$ cat src/rtl/interrupt_arbiter.sv
// -----------------------------------------------------------------------------
// interrupt_arbiter
//
// Decides when a pending, enabled machine-level interrupt is delivered to the
// pipeline. It picks one cause (external > software > timer), waits for the
// pipeline to reach an interruptible boundary and for no exception to be
// competing, and then raises a one-cycle trigger. It latches the mcause code,
// the return address and the external interrupt code. After it fires, it
// waits for the CSR unit to clear mstatus.MIE. If that does not happen within
// ACK_TIMEOUT cycles, it returns to idle anyway and raises a sticky error.
//
// Ports
//   clk                         in  1               clock
//   rst                         in  1               synchronous active-high reset
//   mstatusMIE                  in  1               global machine interrupt enable
//   mie                         in  3               {MEIE,MTIE,MSIE}
//   mip                         in  3               {MEIP,MTIP,MSIP}
//   externalInterruptCodeInCSR  in  EXT_CODE_WIDTH  external code latched by CSR unit
//   safePoint                   in  1               pipeline at an interruptible boundary
//   triggerExcpt                in  1               exception trap requested this cycle
//   headPC                      in  PC_WIDTH        PC of the oldest uncommitted instruction
//   triggerInterrupt            out 1               one-cycle interrupt request
//   interruptCode               out 4               mcause code (11 MEI, 3 MSI, 7 MTI)
//   interruptRetAddr            out PC_WIDTH        value for mepc
//   interruptExtCode            out EXT_CODE_WIDTH  external code captured with an MEI
//   ackTimeoutErr               out 1               sticky: MIE not cleared in time
// -----------------------------------------------------------------------------
module interrupt_arbiter #(
  parameter int PC_WIDTH       = 32,
  parameter int EXT_CODE_WIDTH = 5,
  parameter int ACK_TIMEOUT    = 15
) (
  input  logic                      clk,
  input  logic                      rst,
  input  logic                      mstatusMIE,
  input  logic [2:0]                mie,
  input  logic [2:0]                mip,
  input  logic [EXT_CODE_WIDTH-1:0] externalInterruptCodeInCSR,
  input  logic                      safePoint,
  input  logic                      triggerExcpt,
  input  logic [PC_WIDTH-1:0]       headPC,
  output logic                      triggerInterrupt,
  output logic [3:0]                interruptCode,
  output logic [PC_WIDTH-1:0]       interruptRetAddr,
  output logic [EXT_CODE_WIDTH-1:0] interruptExtCode,
  output logic                      ackTimeoutErr
);

  // mcause interrupt codes.
  localparam logic [3:0] CODE_MEI = 4'd11;
  localparam logic [3:0] CODE_MSI = 4'd3;
  localparam logic [3:0] CODE_MTI = 4'd7;

  // Bit positions inside mie/mip.
  localparam int BIT_MSI = 0;
  localparam int BIT_MTI = 1;
  localparam int BIT_MEI = 2;

  // The counter must hold ACK_TIMEOUT. It is kept at least one bit wide, so a
  // zero timeout still elaborates.
  localparam int CNT_W = (ACK_TIMEOUT > 0) ? $clog2(ACK_TIMEOUT + 1) : 1;
  localparam logic [CNT_W-1:0] CNT_LOAD = CNT_W'(ACK_TIMEOUT);
  localparam logic [CNT_W-1:0] CNT_ONE  = CNT_W'(1);

  typedef enum logic [1:0] {
    IDLE     = 2'd0,
    ARM      = 2'd1,
    FIRE     = 2'd2,
    WAIT_CLR = 2'd3
  } state_t;

  state_t state_q, state_d;

  logic [CNT_W-1:0]          cnt_q, cnt_d;
  logic [3:0]                code_q;
  logic [PC_WIDTH-1:0]       ret_q;
  logic [EXT_CODE_WIDTH-1:0] ext_q;
  logic                      err_q;

  logic [2:0] pending_vec;
  logic       any_pending;
  logic [3:0] sel_code;
  logic       sel_is_mei;
  logic       latch_en;
  logic       set_err;

  // ---------------------------------------------------------------------------
  // Pending qualification and cause selection
  // ---------------------------------------------------------------------------
  assign pending_vec = mstatusMIE ? (mip & mie) : 3'b000;
  assign any_pending = |pending_vec;

  // Fixed priority: external > software > timer.
  always_comb begin
    // NOTE: every combinational output is given a default before any branch.
    // If a path left one unassigned, synthesis would infer a latch.
    sel_code   = 4'd0;
    sel_is_mei = 1'b0;
    if (pending_vec[BIT_MEI]) begin
      sel_code   = CODE_MEI;
      sel_is_mei = 1'b1;
    end else if (pending_vec[BIT_MSI]) begin
      sel_code = CODE_MSI;
    end else if (pending_vec[BIT_MTI]) begin
      sel_code = CODE_MTI;
    end
  end

  // ---------------------------------------------------------------------------
  // Next-state logic
  // ---------------------------------------------------------------------------
  always_comb begin
    state_d  = state_q;
    cnt_d    = cnt_q;
    latch_en = 1'b0;
    set_err  = 1'b0;

    unique case (state_q)
      IDLE: begin
        if (any_pending) begin
          state_d = ARM;
        end
      end

      ARM: begin
        // A withdrawn request goes back to idle without firing. A competing
        // exception keeps us armed, so the trap is taken first.
        if (!any_pending) begin
          state_d = IDLE;
        end else if (safePoint && !triggerExcpt) begin
          state_d  = FIRE;
          latch_en = 1'b1;
        end
      end

      FIRE: begin
        state_d = WAIT_CLR;
        cnt_d   = CNT_LOAD;
      end

      WAIT_CLR: begin
        // The counter is loaded with ACK_TIMEOUT. The timeout fires on the
        // decrement that takes it to zero, so WAIT_CLR lasts ACK_TIMEOUT
        // cycles when MIE stays set.
        if (!mstatusMIE) begin
          state_d = IDLE;
          cnt_d   = '0;
        end else if (cnt_q <= CNT_ONE) begin
          state_d = IDLE;
          cnt_d   = '0;
          set_err = 1'b1;
        end else begin
          cnt_d = cnt_q - CNT_ONE;
        end
      end

      default: begin
        state_d = IDLE;
      end
    endcase
  end

  // ---------------------------------------------------------------------------
  // State and latched-output registers
  // ---------------------------------------------------------------------------
  always_ff @(posedge clk) begin
    // NOTE: sequential state uses non-blocking assignments. All registers then
    // update together at the edge, whatever order the statements are in.
    if (rst) begin
      // NOTE: every register here is reset, including the datapath latches,
      // because software can read them right after reset.
      state_q <= IDLE;
      cnt_q   <= '0;
      code_q  <= '0;
      ret_q   <= '0;
      ext_q   <= '0;
      err_q   <= 1'b0;
    end else begin
      state_q <= state_d;
      cnt_q   <= cnt_d;
      // The cause is captured only at the ARM->FIRE edge. Later changes on mip
      // leave the interrupt that was issued unchanged.
      if (latch_en) begin
        code_q <= sel_code;
        ret_q  <= headPC;
        ext_q  <= sel_is_mei ? externalInterruptCodeInCSR : '0;
      end
      if (set_err) begin
        err_q <= 1'b1;
      end
    end
  end

  assign triggerInterrupt = (state_q == FIRE);
  assign interruptCode    = code_q;
  assign interruptRetAddr = ret_q;
  assign interruptExtCode = ext_q;
  assign ackTimeoutErr    = err_q;

endmodule

$ cat config.mk
export PLATFORM = sky130hd
export DESIGN_NAME = interrupt_arbiter
export DESIGN_NICKNAME = d
export VERILOG_FILES = /design/src/rtl/interrupt_arbiter.sv
export SDC_FILE = /design/constraint.sdc
export NUM_CORES = 1
export LEC_CHECK = 0
export CORE_ASPECT_RATIO = 1.75
export CORE_MARGIN = 2
export CORE_UTILIZATION = 56
export CTS_CLUSTER_DIAMETER = 150
export DETAILED_ROUTE_END_ITERATION = 10
export DONT_BUFFER_PORTS = 1
export PLACE_DENSITY_LB_ADDON = 0.08
export REMOVE_ABC_BUFFERS = 1
export SYNTH_ARGS = -nofsm -noshare
export SYNTH_HDL_FRONTEND = slang
export SYNTH_SLANG_ARGS = --single-unit
$ cat constraint.sdc
create_clock -name clk -period 2 [get_ports clk]
set_input_delay 0.3 -clock clk [delete_from_list [all_inputs] [get_ports clk]]
set_output_delay 0.3 -clock clk [all_outputs]
set_load 0.005 [all_outputs]
**After elaboration in Yosys (flattened, before gate mapping)**

Cells that the tools add are included.

- Register bits after elaboration: 48
- Logic and storage cells: 42
- Output and inout bits: 43
- Bits of input ports: 48

- Add/subtract/negate cells: 1
- Magnitude comparators: 1
- Bitwise gates (word level): 1
- Equality and inequality tests: 6
- Multiplexer cells: 21
- Reductions and logical operators: 6

Operator list:

| kind | number |
|---|---|
| 2-to-1 mux 4 bit | 3 |
| 2-to-1 mux 2 bit | 5 |
| 2-to-1 mux 3 bit | 3 |
| one-hot mux 2 bit (4 select lines) | 1 |
| one-hot mux 4 bit (2 select lines) | 1 |
| 2-to-1 mux 1 bit | 7 |
| inequality test 3 bit, second input constant | 2 |
| 2-to-1 mux 5 bit | 1 |
| equality test 2 bit, second input constant | 2 |
| less-or-equal comparator 4 x 1 -> 1 bit, second input constant | 1 |
| subtractor 4 x 1 -> 4 bit, second input constant | 1 |
| AND 3 bit | 1 |
| AND reduction 3 bit | 1 |
| OR reduction 3 bit | 1 |
| equality test 2 x 1 -> 1 bit, second input constant | 1 |
| zero test 2 bit | 1 |
| inequality test 2 bit, second input constant | 1 |
| nonzero test 2 bit | 1 |
| logical AND 1 bit | 1 |
| zero test 1 bit | 1 |

**Longest topological paths before layout**

- Depth after elaboration: 5
- Mapped depth: 5
- Gate-level depth less buffers: 5

**Worst setup path before layout**

OpenSTA, ideal clock, no wires.

- Path type: input port to flip-flop
- Start point: input mip[0]
- End point: register code_q[3] (netlist: interruptCode[3])
- Arrival: 1443 ps
- Stages: 4
- Setup time: 121 ps
- Required time: 1879 ps
- Path slack: 436 ps
- Path through: a222oi_1 > or3_1 > buf_6 > mux2_4

- Longest elaborated chain between the ends: 5

Ends and longest elaborated chain:

| what | line | source |
|---|---|---|
| start, declared | 37 | `input logic [2:0] mip,` |
| AND 3 bit | 90 | `assign pending_vec = mstatusMIE ? (mip & mie) : 3'b000;` |
| 2-to-1 mux 3 bit | 90 |  |
| OR reduction 3 bit | 91 | `assign any_pending = \|pending_vec;` |
| 2-to-1 mux 1 bit | 128 | `if (!any_pending) begin` |
| 2-to-1 mux 1 bit | 118 | `unique case (state_q)` |
| end signal, assigned | 184 | `code_q <= sel_code;` |
| end, declared | 75 | `logic [3:0] code_q;` |

No other way between the ends.
A chain may end at the register's enable or synchronous reset.

==> reports/qor.csv <==
stage,metric,value,unit
clock_network,cts_hold_buffers,0,
clock_network,cts.sinks,47,
detailed_routing,drcViolationCount,0,
grt,grt_pass1_wl,6490,um
sta,rsz0062_at_grt,false,
sta,finalMaxSlewViolations,0,
power_and_ir_drop,vdd_drop_max,603,uV
detailed_routing,via_count,1474,
detailed_routing,post_drt_wl_per_cell,16.1,um
yosys,ys.flop_type,dfxtp_1,
final_layout,final_nets,267,
setup_path,start_kind,flop,
power_and_ir_drop,p_switching,326,uW
power_and_ir_drop,sw_frac_of_total,0.200,
sta,fmax,601,MHz
sta,holdWs,0.0701,ns
grt,grt_pass1_vias,1481,
yosys,yosys_warnings,0,
grt,grt_overflow,0,
die,dieArea,4480,um^2
yosys,synth_top_area_frac,0.426,
yosys,synthTopCellsByArea,"dfxtp_1, nand2b_1, mux2i_1, buf_6, clkbuf_1",
final_layout,ff_latch_area,941,um^2
die,die-width,51.5,um
die,fp.dieH,87.1,um
flow_run,cap_violations,0,
setup_path,path_cells,"nand4bb_2, nor3_4, buf_4, mux2i_1",
sta,skew,0.00700,ns
yosys,synth_largest_area_cell,dfxtp_1,
placement,hpwl,3070,um
final_layout,multiInputGateArea,1140,um^2
final_layout,final_common_cell,nand2b_1,
sta,finalSetupViolCount,0,
sta,hold_violations,0,
yosys,synth_compound_area_frac,0.0606,
die,ioPinCount,91,
setup_path,cp_max_fo,20,
clock_network,cts_tree,done,
yosys,seq_area_frac_synth,0.426,
sta,setup_ws,0.336,ns
outcome,status,finished clean,
setup_path,max_stage_delay,0.45,ns
final_layout,instances_no_fill,266,
sta,worst_pin_slew,0.630,ns
die,coreArea,3830,um^2
clock_network,cts_resized,0,
final_layout,final_cell_area,2290,um^2
final_layout,synthToLayoutAreaGrowth,3.85,%
yosys,muxShareOfSynthArea,0.175,
yosys,syn-cell-area,2210,um^2
placement,place_area,2190,um^2
placement,dp.cells,258,
power_and_ir_drop,p_int,1.30,mW
sta,period_share,0.832,
setup_path,arrival,1.88,ns
die,initial_utilization,0.577,
grt,grt_max_degree,81,
clock_network,cts-buffers-inserted,5,
clock_network,clkTransAtPathRegs,0.08,ns
sta,slew_headroom,0.580,
power_and_ir_drop,combPwrFrac,0.043,
detailed_routing,via_per_inst,5.54,
setup_path,worst_setup_path_end_kind,flop,
placement,gp_congestion,0.735,
yosys,synth_edf_count,0,
setup_path,required,2.21,ns
final_layout,fill_cells,343,
yosys,synth_seq_cells,47,
power_and_ir_drop,p_seq_frac,0.583,
final_layout,mostFrequentLayoutCells,"nand2b_1, dfxtp_1, mux2i_1",
clock_network,cts_buffer_depth,2,
grt,grtUsageTotal,0.191,
power_and_ir_drop,p_per_area,710,nW/um^2
clock_network,post_cts_buffers,0,
setup_path,path_class,reg -> reg,
final_layout,drive_above_1_share,0.0688,
power_and_ir_drop,leakage,0.788,nW
yosys,synth.avg_cell_area,9.90,um^2
setup_path,critPathSlowestCell,dfxtp_1,
detailed_routing,drt_iter0_drc,30,
yosys,synth.distinct_cells,34,
grt,antenna_found_initial,0,
yosys,synth-simple-area-share,0.271,
final_layout,diodes,0,
power_and_ir_drop,power_frac_clock,0.374,
setup_path,r2r_slack,0.34,ns
clock_network,cts_htree_levels,2,
placement,dp_slack,0.357,ns
yosys,synth_top_family_by_area,simple AND/OR/NAND/NOR gates,
sta,finalCriticalPeriod,1.66,ns
yosys,synthArstFlopShare,0,
placement,port_buffers,0,
yosys,synthAdderAreaFrac,0.0113,
die,rows,30,
clock_network,clkLatencyLatePin,0.29,ns
clock_network,clockRootBuffer,clkbuf_8,
detailed_routing,drtPass1Iterations,4,
yosys,synth_cells,223,
detailed_routing,drt-total-wl,4290,um
final_layout,postLayoutCoreUtil,0.599,
worst_hold_path,min_path_type,in -> reg,
detailed_routing,postRouteAntennaNets,0,
yosys,synth_xor_area_frac,0,
[metal layers]
metal | part of all wire | routed length [um] | vias to the layer above | track usage
met5 | 0 | 0 | - | 0
met4 | 0.015 | 66 | 0 | 0.0789
met3 | 0.073 | 314 | 6 | 0.0653
met2 | 0.53 | 2270 | 58 | 0.353
met1 | 0.38 | 1640 | 674 | 0.188
li1 | - | - | 736 | -
[cells by family after synthesis]
| family | after synthesis |
|---|---|
| and+or+nand+nor | 95 |
| AOI/OAI and AO/OA | 18 |
| buffers and inverters | 23 |
| adders and majority gates | 2 |
| muxes | 38 |
| DFF | 47 |
[cell usage after synthesis (3+ instances only)]
cell and n:
buf_6 4, clkbuf_1 9, nand2b_1 70, o211ai_1 3, nor2b_1 3, mux2i_1 37, dfxtp_1 47, inv_1 7
nor2_1 3, a311oi_1 3, nand2_1 6, nor3_1 3
[power groups by stage]
stage / clock network [mW] / logic, mW / registers [mW]
after floorplan: 0 / 0.0628 / 0.969
after global placement: 0 / 0.0674 / 0.972
after detailed placement: 0 / 0.0700 / 0.972
after CTS: 0.630 / 0.0708 / 0.950
after global routing: 0.656 / 0.0768 / 0.951
final: 0.608 / 0.0698 / 0.950
[flip-flops by register name (all words and copies together) (netlist names), named ones only]
register          count
interruptRetAddr     32
interruptExtCode      5
cnt_q                 4
interruptCode         3
ackTimeoutErr         1
state_q               1
[area by class of cell]
| type | instances | area share |
|---|---|---|
| repair buffers | 3 | 0.00982 |
| flip-flops and latches | 47 | 0.410 |
| well taps | 48 | 0.0262 |
| inverters | 7 | 0.0115 |
| multi-input cells | 153 | 0.499 |
| clock buffers | 8 | 0.0436 |
[critical path: cells and delay by family, from the launching register on]
kind                   cells  cell delay [ns]
muxes                      1             0.26
DFF                        1             0.45
buffers and inverters      1             0.35
and+or+nand+nor            2             0.52
[metrics by stage]
stage	power, mW	setup TNS, ns
after floorplan	1.03	-4.00
after global placement	1.04	0
after detailed placement	1.04	0
after CTS	1.65	0
after global routing	1.68	0
final	1.63	0
[worst paths after layout]
path | from | end | cells after the start
setup reg to reg | flop | interruptRetAddr[0] | 4
hold reg to reg | interruptRetAddr[9] | interruptRetAddr[9] | 2
hold / removal | rst | interruptCode[1] | 1
setup / recovery | flop | interruptRetAddr[0] | 4
No activity file was read; power rests on OpenSTA's default activity.
